File: src/rtl/ecap5_dproc_pkg.sv
// Shared types for the data-processor bus fabric.
// bus_grant_t encodes which master currently owns the Wishbone memory port.
package ecap5_dproc_pkg;

  typedef enum logic [1:0] {
    GRANT_NONE = 2'd0,
    GRANT_M0   = 2'd1,
    GRANT_M1   = 2'd2
  } bus_grant_t;

endpackage

File: src/rtl/mem_arbiter.sv
// Two-master arbiter for the pipelined Wishbone memory port.
// M1 (load/store) has priority. M0 (fetch) wins once M1 has won STARVE_LIMIT contended rounds in a row.
module mem_arbiter
  import ecap5_dproc_pkg::*;
#(
  parameter int unsigned STARVE_LIMIT = 4
) (
  input  logic        clk_i,
  input  logic        rst_i,

  input  logic [31:0] m0_adr_i,
  input  logic [31:0] m0_dat_i,
  input  logic        m0_we_i,
  input  logic [3:0]  m0_sel_i,
  input  logic        m0_stb_i,
  input  logic        m0_cyc_i,
  output logic [31:0] m0_dat_o,
  output logic        m0_ack_o,
  output logic        m0_stall_o,

  input  logic [31:0] m1_adr_i,
  input  logic [31:0] m1_dat_i,
  input  logic        m1_we_i,
  input  logic [3:0]  m1_sel_i,
  input  logic        m1_stb_i,
  input  logic        m1_cyc_i,
  output logic [31:0] m1_dat_o,
  output logic        m1_ack_o,
  output logic        m1_stall_o,

  output logic [31:0] wb_adr_o,
  output logic [31:0] wb_dat_o,
  output logic        wb_we_o,
  output logic [3:0]  wb_sel_o,
  output logic        wb_stb_o,
  output logic        wb_cyc_o,
  input  logic [31:0] wb_dat_i,
  input  logic        wb_ack_i,
  input  logic        wb_stall_i,

  output bus_grant_t  grant_o
);

  localparam int STARVE_W = $clog2(STARVE_LIMIT + 1);

  bus_grant_t          grant_q, grant_d;
  logic [STARVE_W-1:0] starve_q, starve_d;
  logic                arb_en;
  logic                starved;

  assign starved = (starve_q == STARVE_W'(STARVE_LIMIT));

  // Re-arbitrate only when nobody holds the bus or the owner has closed its cycle.
  assign arb_en = (grant_q == GRANT_NONE)
               || ((grant_q == GRANT_M0) && !m0_cyc_i)
               || ((grant_q == GRANT_M1) && !m1_cyc_i);

  always_comb begin
    // NOTE: every signal written here gets a default first, so no path leaves it unassigned and no latch is inferred.
    grant_d  = grant_q;
    starve_d = starve_q;
    if (arb_en) begin
      if (m0_cyc_i && m1_cyc_i) begin
        grant_d = starved ? GRANT_M0 : GRANT_M1;
      end else if (m0_cyc_i) begin
        grant_d = GRANT_M0;
      end else if (m1_cyc_i) begin
        grant_d = GRANT_M1;
      end else begin
        grant_d = GRANT_NONE;
      end

      if (grant_d == GRANT_M0) begin
        starve_d = '0;
      end else if ((grant_d == GRANT_M1) && m0_cyc_i && !starved) begin
        starve_d = starve_q + 1'b1;
      end
    end
  end

  // NOTE: state flops use non-blocking assignments so every flop samples pre-edge values regardless of block order.
  always_ff @(posedge clk_i or posedge rst_i) begin
    if (rst_i) begin
      grant_q  <= GRANT_NONE;
      starve_q <= '0;
    end else begin
      grant_q  <= grant_d;
      starve_q <= starve_d;
    end
  end

  always_comb begin
    wb_adr_o = '0;
    wb_dat_o = '0;
    wb_we_o  = 1'b0;
    wb_sel_o = '0;
    wb_stb_o = 1'b0;
    wb_cyc_o = 1'b0;
    unique case (grant_q)
      GRANT_M0: begin
        wb_adr_o = m0_adr_i;
        wb_dat_o = m0_dat_i;
        wb_we_o  = m0_we_i;
        wb_sel_o = m0_sel_i;
        wb_stb_o = m0_stb_i;
        wb_cyc_o = m0_cyc_i;
      end
      GRANT_M1: begin
        wb_adr_o = m1_adr_i;
        wb_dat_o = m1_dat_i;
        wb_we_o  = m1_we_i;
        wb_sel_o = m1_sel_i;
        wb_stb_o = m1_stb_i;
        wb_cyc_o = m1_cyc_i;
      end
      default: ;
    endcase
  end

  // A master without the grant sees a permanent stall, which holds its request in place.
  assign m0_stall_o = (grant_q == GRANT_M0) ? wb_stall_i : 1'b1;
  assign m1_stall_o = (grant_q == GRANT_M1) ? wb_stall_i : 1'b1;
  assign m0_ack_o   = (grant_q == GRANT_M0) && wb_ack_i;
  assign m1_ack_o   = (grant_q == GRANT_M1) && wb_ack_i;
  assign m0_dat_o   = wb_dat_i;
  assign m1_dat_o   = wb_dat_i;
  assign grant_o    = grant_q;

endmodule

File: config.mk
export PLATFORM = sky130hd
export DESIGN_NAME = mem_arbiter
export DESIGN_NICKNAME = d
export VERILOG_FILES = /design/src/rtl/ecap5_dproc_pkg.sv /design/src/rtl/mem_arbiter.sv
export SDC_FILE = /design/constraint.sdc
export NUM_CORES = 1
export LEC_CHECK = 0
export ABC_AREA = 1
export CELL_PAD_IN_SITES_DETAIL_PLACEMENT = 2
export CELL_PAD_IN_SITES_GLOBAL_PLACEMENT = 2
export CORE_UTILIZATION = 10
export DETAILED_ROUTE_END_ITERATION = 16
export PLACE_DENSITY = 0.95
export SYNTH_ARGS = -nofsm -noshare
export SYNTH_HDL_FRONTEND = slang
export SYNTH_SLANG_ARGS = --single-unit
File: constraint.sdc
create_clock -name clk_i -period 4.3 [get_ports clk_i]
set_input_delay 0.86 -clock clk_i [delete_from_list [all_inputs] [get_ports clk_i]]
set_output_delay 0.86 -clock clk_i [all_outputs]
set_load 0.01 [all_outputs]
---- After elaboration in Yosys (flattened, before gate mapping) ----
Cells that the tools add are included.
storage, ports and cells
  word-level logic and storage cells ...... 38
  flip-flop bits (word level) ............. 5
cells by class
  reduce and logical (&&, ||, !) cells .... 15
  mux-type cells .......................... 15
  equality and inequality tests ........... 5
  $add $sub $neg .......................... 1
operator list
  operator               count
  $pmux W32 S2           2
  $mux W2                5
  $pmux W4 S2            1
  $logic_and A1 B1 Y1    7
  $mux W3                2
  $pmux W1 S2            3
  $eq A2 B1 Y1 const B   2
  $eq A2 B2 Y1 const B   2
  $add A3 B1 Y3 const B  1
  $eq A3 B3 Y1 const B   1
  $logic_not A1 Y1       3
  $logic_not A2 Y1       1
  $logic_or A1 B1 Y1     2
  $mux W1                2
  $reduce_and A2 Y1      1
  $reduce_bool A2 Y1     1

---- Depth between registers and ports, before layout ----
  depth after elaboration ................. 10
  mapped depth ............................ 7
  gate-level depth less buffers ........... 7

---- Worst setup path before layout ----
Ideal clock, no wire load.
  path kind ............................... register to output
  start point ............................. register grant_q[0], in the netlist grant_o[0]
  end point ............................... output port wb_adr_o[10]
  path buffers ............................ 1
  cell stages (with the launch flop) ...... 6
  data required time ...................... 3.440 ns
  arrival time ............................ 1.260 ns
  slack ................................... 2.180 ns
  cells stage by stage .................... dfrtp_1 inv_1 ha_1 inv_2 clkbuf_1 a21oi_1
on the way
  longest elaborated chain between the ends .. 2
RTL lines
  what                                                 RTL line           RTL
  start: declaration                                   mem_arbiter.sv:46  bus_grant_t grant_q, grant_d;
  start signal: assignment                             mem_arbiter.sv:87  grant_q <= grant_d;
  $eq A2 B2 Y1 / $eq A2 B1 Y1 (equally long branches)  mem_arbiter.sv:99  unique case (grant_q)
  $pmux W32 S2 (*)                                     mem_arbiter.sv:99
  end: declaration                                     mem_arbiter.sv:31  output logic [31:0] wb_adr_o,
Mark *: on every way between the ends. The rest lies on a longest branch, timed or not.

---- Worst setup path after layout ----
  start point ............................. register grant_q[0], in the netlist grant_o[0]
  end point ............................... output port wb_adr_o[24]
Same word-level chain as after synthesis.

==> summary.md <==
| Metric | Value |
|---|---|
| Status | complete, no violations |
| Worst hold margin | 523 ps |
| Final Wtd Congestion | 0.690 |
| Setup Viol. Count Final | 0 |
| Minimum clock period | between 3000 and 4000 ps |
| Max Slew Vio Count | 0 |
| Unrepaired setup endpoints after global routing | false |
| Clock Latency Late Sink | 230 ps |
| Setup TNS | 0 ps |
| Chip Width | approximately 140 um |
| TritonRoute pass-1 iters | 4 |
| Post-synthesis mux area share | 0% |
| Initial core utilization | 10.2% |
| Syn Area/Cell | 5.42 sq um |
| Dpl ws | 1220 ps |
| Power consumption | between 2 and 2.5 mW |
| Final Util | 20.9% |
| Cells after synthesis | ~350 |
| Critical path data arrival time | 2370 ps |
| Warnings from Yosys | 0 |
| Fmax | 310 MHz |
| Slew @ Worst Pin | slightly below 700 ps |
| Via count | 2780 |
| Via/cell ratio | roughly 3.8 |
| Min-delay worst type | reg2reg |
| Nets | between 600 and 700 |
| Setup Buffers After CTS | 0 |
| DR iter-0 viols | 33 |
| Syn Nets | about 540 |
| Die Ht | approximately 140 um |
| Fraction of the mapped netlist area in adder cells | 3.28% |
| Fin. Hold Viols | 0 |
| Clk_skew | a little over 2 ps |
| Diode count | 0 |
| Share of layout cells above drive strength 1 | 2.62% |
| Library cells used by synthesis | 14 |
| Die area | 19600 sq um |
| CTS tree | built |
| Largest net degree at the start of global routing | 39 |
| Clk buf depth | 2 |
| RR Startpoint | grant_o[1]$_DFFE_PP0P_ |
| Met2 WL | between 4 and 5 mm |
| I/O pin total | 319 |
| Worst Setup SP | grant_o[0]$_DFFE_PP0P_ |
| ANT nets after route | 0 |
| I/O Buffers | 222 |
| Complex-gate fraction of the synthesized area | about a fifth |
| Clk sinks | 5 |
| Global-route wire length before repair | 14.8 mm |
| Simple-gate share of the synthesized area | approximately 33% |
| Largest family of logic cells by synthesized area | buffers and inverters |
| Maximum vdd drop | approximately 0.33 mV |
| Sequential fraction of the synthesis area | 6.56% |
| Core area | 18700 sq um |
| Layout area overhead | 105% |
| XOR/XNOR Fraction of Synth Area | 0% |
| H-Tree Depth | 1 |
| DRC errors left | 0 |
| CTS buffer count | 3 |
| Max Used Layer | met5 |
| Total GRT Usage | 9.27% |
| Hold-fix buffers at CTS | 0 |
| Initial antenna violation count | 1 |
| #FFs+latches synth | 5 |
| Synthesized area | about 1900 sq um |
| Clock Pin Slew Worst Setup and Hold Paths | 30 ps |
| CP max FO | 37 |
| Power Density | 557 nW/um^2 |
| Max Cap Viol | 0 |
| Worst setup SP type | flip-flop |
| Vias in the first global route | 2895 |
| DRT met1 WL | 3.55 mm |
| Met3 WL post-DR | 1.03 mm |
| CP Class | reg2out |
| Required @ worst endpoint | 3440 ps |
| Post_cts resized | 0 |
| Root buffer cell | clkbuf_16 |
| Worst setup EP type | output port |
| Leakage power | 1.40 nW |
| Final period util | 75.1% |
| Rel. slew slack | 53.8% |
| Drt wl/cell | 13.4 um |
| DRT Wirelength | a little under 10 mm |
| Worst hold path startpoint | starve_q[1]$_DFFE_PP0P_ |
| Placed wire-length estimate | slightly above 8 mm |
| Total gr overflow | 0 |
| Setup ws final | about 1100 ps |
| Row cnt | 50 |
==> synthesized netlist by cell type, drive strengths merged <==
| cell type | count | area (sq um) |
|---|---|---|
| a21oi | 72 | 360 |
| buf | 80 | 627 |
| clkbuf | 7 | 26.3 |
| dfrtp | 5 | 125 |
| ha | 5 | 62.6 |
| inv | 15 | 56.3 |
| nand2 | 157 | 592 |
| nand3 | 6 | 35.0 |
| nor2 | 1 | 3.75 |
| o21ai | 4 | 20.0 |
==> placed cells by master, fill, tap and decap left out <==
| cell type | count |
|---|---|
| clkdlybuf4s50_1 | 222 |
| nand2_1 | 156 |
| a21oi_1 | 72 |
| inv_1 | 14 |
| nand3_1 | 5 |
| dfrtp_1 | 5 |
| o21ai_0 | 4 |
| buf_4 | 4 |
| ha_1 | 3 |
| clkbuf_16 | 3 |
| ha_2 | 2 |
| nand3_2 | 1 |
| nand2_2 | 1 |
| nor2_1 | 1 |
| inv_2 | 1 |
| clkbuf_1 | 1 |
| buf_12 | 1 |
==> area by class of cell <==
class | instances | area (sq um)
clock buffers | 4 | 78.8
fillers | 2248 | 14800
inverters | 15 | 56.3
multi-input cells | 245 | 1080
flip-flops and latches | 5 | 125
well taps | 234 | 293
repair buffers | 227 | 2270
==> path summary, 6_finish.rpt <==
| path | slack, ps | cells after the start | end |
|---|---|---|---|
| worst max register to register | 2630 | 8 | starve_q[0]$_DFFE_PP0P_ |
| worst max-delay path | 1070 | 6 | wb_adr_o[24] |
| worst min-delay path | 520 | 2 | starve_q[1]$_DFFE_PP0P_ |
| worst min register to register | 520 | 2 | starve_q[1]$_DFFE_PP0P_ |
| min in group asynchronous | 840 | 2 | starve_q[2]$_DFFE_PP0P_ |
| max in group asynchronous | 3280 | 2 | grant_o[1]$_DFFE_PP0P_ |
==> power by group <==
group,switching [mW],internal [mW]
Clock,0.0297,0.123
Sequential,0.0214,0.0706
Combinational,1.02,0.909
==> routing by layer <==
metal,global-route usage [%],vias up
met3,3.66,34
met4,3.12,2
met2,17.3,150
li1,-,1325
met1,9.31,1269
met5,0,-
==> cells by family after synthesis <==
family | Yosys count
and+or+nand+nor | 164
buffers and inverters | 102
DFF | 5
AOI/OAI and AO/OA | 76
adders and majority gates | 5
==> sequential cells by signal, summed over array words and instances (netlist names) <==
register  cells
grant_o       2
starve_q      3
==> through the flow <==
stage,instances,cell area (sq um)
floorplan,352,1910
global placement,726,3820
detailed placement,726,3820
CTS,730,3900
global route,730,3900
finish,730,3900
==> critical path, cell delays in order (launching register included) <==
cell             delay, ps
dfrtp_1                380
inv_1                   80
ha_1                   310
inv_2                  500
buf_12                 280
a21oi_1                 80
clkdlybuf4s50_1        480
Power figures use the tool's default switching activity.
